==> config.mk <==
export PLATFORM = sky130hd
export DESIGN_NAME = sam_memory_unit
export DESIGN_NICKNAME = d
export VERILOG_FILES = /design/src/rtl/sam_mem_pkg.sv /design/src/rtl/sam_ram_64x8.sv /design/src/rtl/sam_memory_unit.sv
export SDC_FILE = /design/constraint.sdc
export NUM_CORES = 1
export LEC_CHECK = 0
export BUFFER_PORTS_ARGS = -buffer_cell sky130_fd_sc_hd__buf_4
export CAP_MARGIN = 10
export CORE_MARGIN = 1.5
export CORE_UTILIZATION = 45
export DETAILED_ROUTE_END_ITERATION = 10
export GPL_TIMING_DRIVEN = 0
export PLACE_DENSITY = 0.71
export SKIP_LAST_GASP = 1
export SLEW_MARGIN = 20
export SYNTH_ARGS = -nofsm -noshare
export SYNTH_HDL_FRONTEND = slang
export SYNTH_SLANG_ARGS = --single-unit
==> constraint.sdc <==
create_clock -name clk -period 3.8 [get_ports clk]
set_input_delay 0.76 -clock clk [delete_from_list [all_inputs] [get_ports clk]]
set_output_delay 0.76 -clock clk [all_outputs]
set_load 0.02 [all_outputs]
==> src/rtl/sam_mem_pkg.sv <==
// Shared defaults, FSM state encoding and the fill byte for the SAM memory unit.
package sam_mem_pkg;

    localparam int DEPTH_DEF = 64;
    localparam int WIDTH_DEF = 8;

    // state | meaning
    // IDLE  | CPU owns the memory; loader waits for ldStart
    // LOAD  | loader bytes accepted on ldValid, CPU paused
    // FILL  | zero-fill from ldAddr up to the last address
    // DONE  | single-cycle loadDone pulse, then back to IDLE
    typedef enum logic [1:0] {
        ST_IDLE = 2'd0,
        ST_LOAD = 2'd1,
        ST_FILL = 2'd2,
        ST_DONE = 2'd3
    } state_t;

    localparam logic [7:0] FILL_BYTE = 8'h00;

endpackage

==> src/rtl/sam_ram_64x8.sv <==
// Storage array: one synchronous write port and one registered read port, no array reset.
module sam_ram_64x8
    import sam_mem_pkg::*;
#(
    parameter int DEPTH = DEPTH_DEF,
    parameter int WIDTH = WIDTH_DEF,
    parameter int AW    = $clog2(DEPTH)
) (
    input  logic             clk,
    input  logic             we,
    input  logic [AW-1:0]    wa,
    input  logic [WIDTH-1:0] wd,
    input  logic             re,
    input  logic [AW-1:0]    ra,
    output logic [WIDTH-1:0] rd
);

    logic [WIDTH-1:0] r_mem [DEPTH];
    logic [WIDTH-1:0] r_rd;

    always_ff @(posedge clk) begin
        if (we) begin
            r_mem[wa] <= wd;
        end
        if (re) begin
            r_rd <= r_mem[ra];
        end
    end

    assign rd = r_rd;

endmodule

==> src/rtl/sam_memory_unit.sv <==
// CPU-facing 64x8 memory with a byte-stream program loader that pauses the CPU,
// writes the image and zero-fills the unloaded tail.
module sam_memory_unit
    import sam_mem_pkg::*;
#(
    parameter int DEPTH = DEPTH_DEF,
    parameter int WIDTH = WIDTH_DEF
) (
    input  logic             clk,
    input  logic             rst,
    input  logic             en,
    input  logic             rw,
    input  logic [WIDTH-1:0] aBus,
    input  logic [WIDTH-1:0] dBusIn,
    output logic [WIDTH-1:0] dBusOut,
    input  logic             ldStart,
    input  logic             ldValid,
    input  logic [WIDTH-1:0] ldData,
    input  logic             ldEnd,
    output logic             ldReady,
    output logic             cpuHold,
    output logic             loadDone,
    output logic             addrErr
);

    localparam int            AW        = $clog2(DEPTH);
    localparam logic [AW-1:0] LAST_ADDR = AW'(DEPTH - 1);
    localparam logic [WIDTH:0] DEPTH_W  = (WIDTH + 1)'(DEPTH);

    state_t           r_state;
    state_t           w_state_nxt;
    logic [AW-1:0]    r_ld_addr;
    logic             r_addr_err;
    logic             r_rd_zero;

    logic             w_idle;
    logic             w_oor;
    logic             w_cpu_acc;
    logic             w_cpu_rd;
    logic             w_cpu_wr;
    logic             w_ld_last;
    logic             w_ld_step;
    logic             w_we;
    logic [AW-1:0]    w_wa;
    logic [WIDTH-1:0] w_wd;
    logic [WIDTH-1:0] w_ram_rd;

    assign w_idle    = (r_state == ST_IDLE);
    assign w_oor     = ({1'b0, aBus} >= DEPTH_W);
    assign w_cpu_acc = w_idle & en;
    assign w_cpu_rd  = w_cpu_acc & rw;
    assign w_cpu_wr  = w_cpu_acc & ~rw & ~w_oor;
    assign w_ld_last = (r_ld_addr == LAST_ADDR);
    // Terminal address is checked before incrementing so ldAddr never wraps.
    assign w_ld_step = (((r_state == ST_LOAD) & ldValid) | (r_state == ST_FILL)) & ~w_ld_last;

    always_comb begin
        w_state_nxt = r_state;
        w_we        = w_cpu_wr;
        w_wa        = aBus[AW-1:0];
        w_wd        = dBusIn;
        case (r_state)
            ST_IDLE: begin
                if (ldStart) begin
                    w_state_nxt = ST_LOAD;
                end
            end
            ST_LOAD: begin
                if (ldValid) begin
                    w_we = 1'b1;
                    w_wa = r_ld_addr;
                    w_wd = ldData;
                    if (w_ld_last) begin
                        w_state_nxt = ST_DONE;
                    end else if (ldEnd) begin
                        w_state_nxt = ST_FILL;
                    end
                end
            end
            ST_FILL: begin
                w_we = 1'b1;
                w_wa = r_ld_addr;
                w_wd = WIDTH'(FILL_BYTE);
                if (w_ld_last) begin
                    w_state_nxt = ST_DONE;
                end
            end
            ST_DONE: begin
                w_state_nxt = ST_IDLE;
            end
            default: begin
                w_state_nxt = ST_IDLE;
            end
        endcase
    end

    // r_rd_zero masks the RAM read register after reset and after out-of-range reads.
    always_ff @(posedge clk) begin
        if (rst) begin
            r_state    <= ST_IDLE;
            r_ld_addr  <= '0;
            r_addr_err <= 1'b0;
            r_rd_zero  <= 1'b1;
        end else begin
            r_state <= w_state_nxt;
            if (w_idle & ldStart) begin
                r_ld_addr <= '0;
            end else if (w_ld_step) begin
                r_ld_addr <= r_ld_addr + 1'b1;
            end
            if (w_cpu_acc & w_oor) begin
                r_addr_err <= 1'b1;
            end
            if (w_cpu_rd) begin
                r_rd_zero <= w_oor;
            end
        end
    end

    sam_ram_64x8 #(
        .DEPTH (DEPTH),
        .WIDTH (WIDTH),
        .AW    (AW)
    ) u_ram (
        .clk (clk),
        .we  (w_we),
        .wa  (w_wa),
        .wd  (w_wd),
        .re  (w_cpu_rd & ~w_oor),
        .ra  (aBus[AW-1:0]),
        .rd  (w_ram_rd)
    );

    assign dBusOut  = r_rd_zero ? '0 : w_ram_rd;
    assign ldReady  = (r_state == ST_LOAD);
    assign cpuHold  = ~w_idle;
    assign loadDone = (r_state == ST_DONE);
    assign addrErr  = r_addr_err;

endmodule

==> flow_summary.toml, run 1 <==
[sta]
fmaxAchievable_ghz = 0.257
relSlewSlack = 0.307
fin_setup_tns_ns = -1.74
final.setup.worst_slack_ns = -0.0875
finalHoldViolCount = 0
post-route-period-util = 1.02
slew_viol_final = 0
rsz0062_at_grt = "yes"
finalClockSkew_ns = 0.0143
fin_crit_ns = 3.89
tightest_slew_ns = 1.04
setup_viol = 35

[yosys]
synth_edf_count = 520
syn_avg_cell_area_um2 = 20.5
ys_types = 50
synth_area_leader_cell = "edfxtp_1"
syn_inst = 1030
synth-seq-area-share = 0.750
synth_most_common_cell = "edfxtp_1"
syn-num-nets = 1067
async_reset_ff_frac = 0
ys.flop_type = "edfxtp_1"
yosysWarnings = 0
synth_top_cell_area_share = 0.741
ys_seq_elements = 530
ys_top_cells_by_count = "edfxtp_1, mux4_2, nor2_1"
synthTopCellsByArea = "edfxtp_1, mux4_2, nor2_1"
synth_area_mm2 = 0.0211

[critical_path]
crit_chain = "inv_1 -> ha_1 -> buf_2 -> inv_2 -> nor2_1 -> buf_2 -> a22oi_1 -> nand3_1 -> nor2_1"
startpoint = "r_state[0]"
r2r_slack_ns = -0.09
reg2reg_depth = 9
r2r_end = "u_ram.r_mem[45][2]"
critical_path_arrival_ns = 4.08
slowest_delay_ns = 0.95
critical_path_class = "flop to flop"
worst_setup_path_end_kind = "flop"
crit_end = "u_ram.r_mem[45][2]"
start_kind = "flop"
crit_path_top_delay_cell = "nor2_1"
cp.required_ns = 3.99
critical_path.max_fanout = 10
regToRegStartpoint = "r_state[0]"

[global_route]
grt_usage = 0.201
grt_pass1_wl_um = 69300
grt_max_degree = 65
grt_pass1_vias = 10700
antenna_found_initial = 0
overflow = 0

[cts]
ctsHtreeMaxLevel = 2
clkTransAtPathRegs_ns = 0.07
clk_latency_ns = 0.57
cts_inserted_buffers = 50
cts_sinks = 530
tritoncts = "done"
cts_root_buf = "clkbuf_16"
clk_path_buf_depth = 3
holdBufCountCts = 0

[floorplan]
row_count = 79
start_util = 0.455
dieArea_mm2 = 0.0481
chipHeight_um = 219
core_area_mm2 = 0.0464
dieWidth_um = 219
ioPinCount = 43

[power]
p_comb_frac = 0.170
p_sw_mw = 3.82
total_power_mw = 14.5
pwr-share-seq = 0.510
irDropWorstVdd_v = 0.000613
p_per_area_mw_per_mm2 = 604
clkPwrFrac = 0.320
leakagePower_nw = 7.56
switching_share = 0.263
p_int_mw = 10.7

[route]
drtIter0Drc = 1315
drt_wl_total_um = 47300
vias = 10500
firstDrtPassIters = 6
route.detailed.drc = 0
ant_nets = 0
wl_per_cell_um = 26.7
routed_via_density = 5.95

[place]
dp_slack_ns = -0.266
gp_congestion = 0.862
io_buffers = 37
hpwl_um = 31200

[job]
maxCapViolations = 0

[cells_and_area]
drive_gt1_frac = 0.280
area_growth_pct = 13.9
nets = 1165
antenna_cells = 0

[min_path]
hold_depth = 2
hold_class = "input port to flop"

[outcome]
violations = "setup timing"
status = "finished with violations"
[routing by layer]
| metal | global-route usage | vias up | share of wire |
|---|---|---|---|
| li1 | - | 4474 | - |
| met1 | 0.260 | 5446 | 0.38 |
| met2 | 0.343 | 506 | 0.51 |
| met3 | 0.0403 | 98 | 0.086 |
| met4 | 0.0587 | 0 | 0.027 |
| met5 | 0 | - | 0 |
[cell families (layout without fill, tap and decap cells)]
group,after synthesis,in the layout,synth area share
multiplexers,163,163,0.156
AO/OA/AOI/OAI,105,105,0.0356
flip-flops,530,530,0.750
adder cells (fa/ha/maj),6,6,0.00356
buffers and inverters,61,194,0.0178
XOR/XNOR,4,4,0.00166
AND/OR/NAND/NOR,161,161,0.0351
[sequential cells by signal, indices dropped and copies added (netlist names)]
signal	count
addrErr	1
u_ram.r_mem	512
r_state	2
r_ld_addr	6
r_rd_zero	1
u_ram.rd	8
[worst min-delay path by stage]
stage          startpoint         end  slack, ns
2_1_floorplan     addrErr     addrErr       0.52
3_5_place_dp      addrErr     addrErr       0.45
4_1_cts               rst  r_state[0]       0.37
3_3_place_gp      addrErr     addrErr       0.45
5_1_grt               rst  r_state[0]       0.39
6_report              rst  r_state[0]       0.40
[worst max-delay path, delay by kind of cell (launching register included)]
kind                       cells  cell delay, ns
adders and majority gates      1            0.30
AOI/OAI and AO/OA              1            0.28
and+or+nand+nor                3            1.79
buffers and inverters          4            0.75
DFF                            1            0.38
[layout make-up]
cell class,instances,area (um2)
multi-input combinational,439,5070
buffer,54,349
tap,607,759
sequential,530,15800
fill,3526,22400
clock inverter,23,164
clock buffer,64,1330
inverter,7,26.3
timing repair buffer,46,488
[placed cells by master, fill, tap and decap left out, types with 9 or more instances in the layout]
cell,instances
a21oi_1,10
buf_2,17
buf_4,49
clkbuf_1,27
clkbuf_16,51
clkinv_2,12
dfxtp_1,10
edfxtp_1,520
mux2i_1,31
mux4_2,132
nand3_1,16
nor2_1,69
nor2_2,28
nor2b_1,16
o21ai_1,17
o21bai_1,9
o22ai_1,12
[power groups by stage]
stage	clock network [mW]	registers (mW)	logic [mW]
after global placement	0	7.68	1.93
after detailed placement	0	7.51	2.44
final	4.64	7.39	2.46
after floorplan	0	7.58	1.20
after global routing	4.90	7.39	2.63
after CTS	4.70	7.39	2.45
[repair_timing]
| item | CTS | global route |
|---|---|---|
| endpoints found under the setup margin | 0 | 321 |
| gates resized for setup | 0 | 28 |
| setup buffers | 0 | 0 |
[stage by stage]
stage / cells / instance area [um2] / hold WS (ns) / utilization
6_report: 1770 / 24000 / 0.397 / 0.518
5_1_grt: 1770 / 24000 / 0.391 / 0.518
4_1_cts: 1770 / 23900 / 0.374 / 0.516
3_5_place_dp: 1683 / 22400 / 0.454 / 0.484
3_3_place_gp: 1674 / 22100 / 0.447 / 0.477
2_1_floorplan: 1030 / 21100 / 0.516 / -
Power figures use the tool's default switching activity.
==> run 2: changes to the inputs <==
PLACE_DENSITY = 0.74   (was 0.71)
SYNTH_HIERARCHICAL = 1   (was default)
clock period = 3.2 ns   (was 3.8 ns; I/O delays follow)
==> run 2 against run 1 <==
  * The run still ends with setup timing left
  * Global-route usage increased by 1.8 points
  * Sequential power grew 19%
  * Sequential share of layout area shrank 3.5 points
  * Register-to-register slack better by 0.20 ns
  * Critical path depth fell by 1
  * Flip-flop and latch count unchanged
  * Clock power up 20%
  * Wire length grew 9.9%
  * Clock-buffer cell count increased by 4
  * Total power grew 23%
  * Core utilization increased by 2.8 points
  * Highest routed layer is now met5
==> flow_summary.toml, run 2 <==
[critical_path]
r2r_end = "u_ram/r_mem[31][6]"
r2r_slack_ns = 0.11
crit_end = "u_ram/rd[5]"
cp_num_buf_inv = 5
startpoint = "aBus[1]"
crit_path_top_delay_cell = "o41ai_1"
slowest_delay_ns = 0.77
critical_path_arrival_ns = 3.50
path_depth = 8
cp.required_ns = 3.48
critical_path.max_fanout = 10
critical_path_class = "input port to flop"
worst_setup_path_end_kind = "flop"
regToRegStartpoint = "r_state[1]"
start_kind = "input port"
cp_top_family = "buffers and inverters"
crit_top_cell = "buf_4"
reg2reg_depth = 7
crit_chain = "buf_4 -> buf_4 -> buf_2 -> buf_4 -> buf_2 -> nand3b_1 -> o22ai_1 -> o41ai_1"

[place]
dp_cells = 1734
hpwl_um = 33700
gp_congestion = 0.922
io_buffers = 42

[cts]
clk_path_buf_depth = 3
clk_latency_ns = 0.58
cts_sinks = 530
ctsHtreeMaxLevel = 2
tritoncts = "done"
clkTransAtPathRegs_ns = 0.06
cts_root_buf = "clkbuf_16"
cts_inserted_buffers = 50
holdBufCountCts = 0

[floorplan]
chipHeight_um = 220
dieWidth_um = 220
start_util = 0.456
ioPinCount = 43
dieArea_mm2 = 0.0484
core_area_mm2 = 0.0465
row_count = 79

[sta]
tightest_slew_ns = 0.951
fin_crit_ns = 3.22
holdWs_ns = 0.269
relSlewSlack = 0.366
fin_setup_tns_ns = -0.0238
finalClockSkew_ns = 0.0363
final.setup.worst_slack_ns = -0.0238
slew_viol_final = 0
setup_viol = 1
fmaxAchievable_ghz = 0.310
finalHoldViolCount = 0
post-route-period-util = 1.01
rsz0062_at_grt = "no"

[route]
firstDrtPassIters = 5
drt_wl_total_um = 52000
routed_via_density = 6.17
wl_per_cell_um = 28.1
ant_nets = 0
vias = 11400
drtIter0Drc = 1529
route.detailed.drc = 0

[yosys]
syn_avg_cell_area_um2 = 19.8
async_reset_ff_frac = 0
yosys.area_share.simple = 0.0440
ys_seq_elements = 530
synth_most_common_cell = "edfxtp_1"
synth_area_mm2 = 0.0212
synthAdderAreaFrac = 0.00354
syn_inst = 1070
synthXorXnorAreaFrac = 0.00124
synthTopCellsByArea = "edfxtp_1, mux4_2, nor2_1"
synth_top_family_by_area = "multiplexers"
synth_compound_area_frac = 0.0339
synth_area_leader_cell = "edfxtp_1"
ys.flop_type = "edfxtp_1"
ys_top_cells_by_count = "edfxtp_1, mux4_2, nor2_1"
ys_types = 61
yosysWarnings = 6
synth_top_cell_area_share = 0.737
synth_edf_count = 520
synthMuxAreaShare = 0.152
synth-seq-area-share = 0.747
syn-num-nets = 1107

[global_route]
grt_pass1_vias = 11300
grt_usage = 0.219
grt_max_degree = 38
overflow = 0
antenna_found_initial = 2
grt_pass1_wl_um = 75800

[min_path]
hold_class = "input port to flop"
hold_path.startpoint = "rst"

[cells_and_area]
drive_gt1_frac = 0.353
area_growth_pct = 19.6
final_cell_mix = "edfxtp_1, mux4_2, buf_4"
multi_input_area_mm2 = 0.00570
nets = 1244
layout_commonest_cell = "edfxtp_1"
regArea_mm2 = 0.0158
stdcell_count = 1852
top_register = "u_ram/r_mem"
largest_register_ffs = 512
fillers = 3365
antenna_cells = 0

[power]
total_power_mw = 17.9
leakagePower_nw = 7.97
p_per_area_mw_per_mm2 = 706
irDropWorstVdd_v = 0.000726

[outcome]
violations = "setup timing"
status = "finished with violations"

[job]
maxCapViolations = 0
-- run 2: worst reg2reg max path: cells and delay by family, from the launching register on --
family          cells  cell delay, ns
compound gates      1            0.43
buf+inv             2            0.40
fa+ha+maj           1            0.46
simple gates        3            1.04
flops               1            0.42
-- run 2: layout make-up --
| class | count | share of cell area |
|---|---|---|
| clock inverter | 22 | 0.00627 |
| inverter | 13 | 0.00193 |
| sequential | 530 | 0.624 |
| timing repair buffer | 94 | 0.0471 |
| tap | 607 | 0.0300 |
| multi-input combinational | 470 | 0.225 |
| clock buffer | 68 | 0.0533 |
| buffer | 48 | 0.0124 |
-- run 2: kinds of logic after synthesis --
family	count (synthesis)
compound gates	97
xor+xnor	3
fa+ha+maj	6
buf+inv	70
flops	530
mux	163
simple gates	201
-- run 2: worst min path at each step --
stage	depth (start not counted)	endpoint	slack (ns)
floorplan	2	r_ld_addr[1]	0.52
global placement	2	addrErr	0.44
detailed placement	2	addrErr	0.47
CTS	2	r_state[1]	0.25
global route	2	r_state[1]	0.26
finish	2	r_state[1]	0.27
-- run 2: routing by layer --
metal  part of all wire  vias up  global-route usage
met5            0.00025        -                   0
met2               0.47      678               0.345
met1               0.39     5931               0.301
met3               0.10      133              0.0422
li1                   -     4684                   -
met4              0.039        2              0.0873
-- run 2: timing repair --
action                                 4_1_cts  5_1_grt
pin swaps                                   22       11
setup endpoints to repair                  512      479
buffers inserted                            28        9
cloned                                       0        0
gates resized for setup                    157        8
endpoints found under the hold margin        0        0
-- run 2: power by group --
part	internal (mW)	leakage [nW]	switching [mW]	total [mW]
sequential	8.73	4.78	0.0385	8.76
clock	3.11	0.744	2.45	5.56
combinational	1.12	2.44	2.45	3.57
total	13.0	7.97	4.94	17.9
-- run 2: through the flow --
| stage | cell area (um2) | utilization | worst slack, ns |
|---|---|---|---|
| 2_1_floorplan | 21200 | - | -0.0752 |
| 3_3_place_gp | 22300 | 0.479 | -2.28 |
| 3_5_place_dp | 22700 | 0.489 | -1.07 |
| 4_1_cts | 25200 | 0.542 | 0.0149 |
| 5_1_grt | 25300 | 0.545 | 0.0158 |
| 6_report | 25300 | 0.545 | -0.0238 |
==> run 3: changes to the inputs <==
CTS_CLUSTER_DIAMETER = 40   (was default)
SKIP_CTS_REPAIR_TIMING = 1   (was default)
==> run 3 against run 2 <==
  * The run still ends with setup timing left
  * Global-route usage down 0.47 points
  * Clock skew down 0.013 ns
  * Flip-flop and latch count unchanged
  * Wire length up 0.31%
  * Worst setup slack better by 0.0096 ns
  * Fmax up 0.30%
  * Cell count up 0.49%
  * Via count up 0.67%
  * Critical endpoint is now u_ram/r_mem[30][6]
  * Largest cell class unchanged
==> flow_summary.toml, run 3 (same netlist as run 2, synthesis figures left out) <==
[sta]
setup_viol = 26
finalClockSkew_ns = 0.0231
post-route-period-util = 1.00
relSlewSlack = 0.314
finalHoldViolCount = 0
rsz0062_at_grt = "yes"
final.setup.worst_slack_ns = -0.0142
slew_viol_final = 0
fmaxAchievable_ghz = 0.311
tightest_slew_ns = 1.03
fin_crit_ns = 3.21

[critical_path]
r2r_slack_ns = -0.01
cp.required_ns = 3.46
critical_path_arrival_ns = 3.47
start_kind = "flop"
critical_path.max_fanout = 10
critical_path_class = "flop to flop"
worst_setup_path_end_kind = "flop"

[cts]
clk_path_buf_depth = 3
clk_latency_ns = 0.59
tritoncts = "done"
cts_inserted_buffers = 54
ctsHtreeMaxLevel = 2
cts_sinks = 530
cts_root_buf = "clkbuf_16"
clkTransAtPathRegs_ns = 0.06

[place]
io_buffers = 42
gp_congestion = 0.922
hpwl_um = 33700

[route]
ant_nets = 0
drtIter0Drc = 1511
routed_via_density = 6.18
vias = 11500
wl_per_cell_um = 28.0
drt_wl_total_um = 52200
route.detailed.drc = 0
firstDrtPassIters = 5

[cells_and_area]
area_growth_pct = 21.4
nets = 1247
top_register = "u_ram/r_mem"
layout_commonest_cell = "edfxtp_1"
antenna_cells = 0
drive_gt1_frac = 0.363
largest_register_ffs = 512
finish.utilization = 0.553
final_cell_mix = "edfxtp_1, mux4_2, buf_4"

[outcome]
status = "finished with violations"
violations = "setup timing"

[global_route]
grt_usage = 0.214
antenna_found_initial = 2
grt_pass1_wl_um = 74000
grt_pass1_vias = 11100
grt_max_degree = 38
overflow = 0

[floorplan]
chipHeight_um = 220
ioPinCount = 43
row_count = 79
dieArea_mm2 = 0.0484
dieWidth_um = 220
start_util = 0.456
core_area_mm2 = 0.0465

[min_path]
hold_class = "input port to flop"

[power]
total_power_mw = 18.8
irDropWorstVdd_v = 0.000739
leakagePower_nw = 8.13
p_per_area_mw_per_mm2 = 731

[job]
maxCapViolations = 0
[run 3: cell count changes in the layout (fill, tap and decap cells not counted), moves of 4 or more]
| cell | before | now |
|---|---|---|
| buf_12 | 23 | 29 |
| clkbuf_16 | 51 | 57 |
| bufinv_16 | 2 | 6 |
| buf_4 | 73 | 65 |
| inv_6 | 1 | 5 |
| clkbuf_1 | 27 | 22 |
[run 3: worst paths after layout]
| check | startpoint | endpoint | depth (start not counted) |
|---|---|---|---|
| setup / recovery | r_state[1] | u_ram/r_mem[30][6] | 8 |
| hold / removal | rst | r_state[1] | 2 |
| setup reg to reg | r_state[1] | u_ram/r_mem[30][6] | 8 |
| hold reg to reg | addrErr | addrErr | 2 |
[run 3: critical path: stages (launching register included)]
cell and delay (ns):
dfxtp_1 0.42, inv_1 0.11, ha_2 0.46, and2_1 0.16, clkbuf_1 0.32, a41o_2 0.38, nor2b_4 0.36, nand3_4 0.30
nor2_4 0.36
[run 3: final cells by class]
type | instances | area [um2]
well taps | 607 | 759
inverters | 13 | 48.8
plain buffers | 49 | 312
repair buffers | 92 | 1250
flip-flops and latches | 530 | 15800
clock inverters | 33 | 374
clock buffers | 67 | 1470
fillers | 3305 | 20700
multi-input cells | 470 | 5670
[run 3: metrics by stage]
step	TNS [ns]	area, um2	hold WS, ns	setup slack [ns]	std cells
finish	-0.144	25700	0.264	-0.0142	1861
global route	-3.62	25700	0.246	-0.0541	1861
CTS	-406.54	24600	0.246	-1.09	1834
detailed placement	-401.54	22700	0.469	-1.07	1734
global placement	-1256.90	22300	0.435	-2.28	1719
floorplan	-33.69	21200	0.515	-0.0752	1070
[run 3: power by group]
part	switching, mW	internal [mW]	leakage [nW]
registers	0.0376	8.73	4.78
logic	2.45	1.10	2.44
clock network	2.70	3.79	0.906
total	5.18	13.6	8.13
[run 3: routing by layer]
layer / vias up / wire [um] / part of all wire / track usage
met4: 2 / 2280 / 0.044 / 0.0921
met2: 717 / 24500 / 0.47 / 0.334
li1: 4702 / - / - / -
met3: 130 / 5590 / 0.11 / 0.0427
met1: 5954 / 19800 / 0.38 / 0.294
met5: - / 13 / 0.00025 / 0
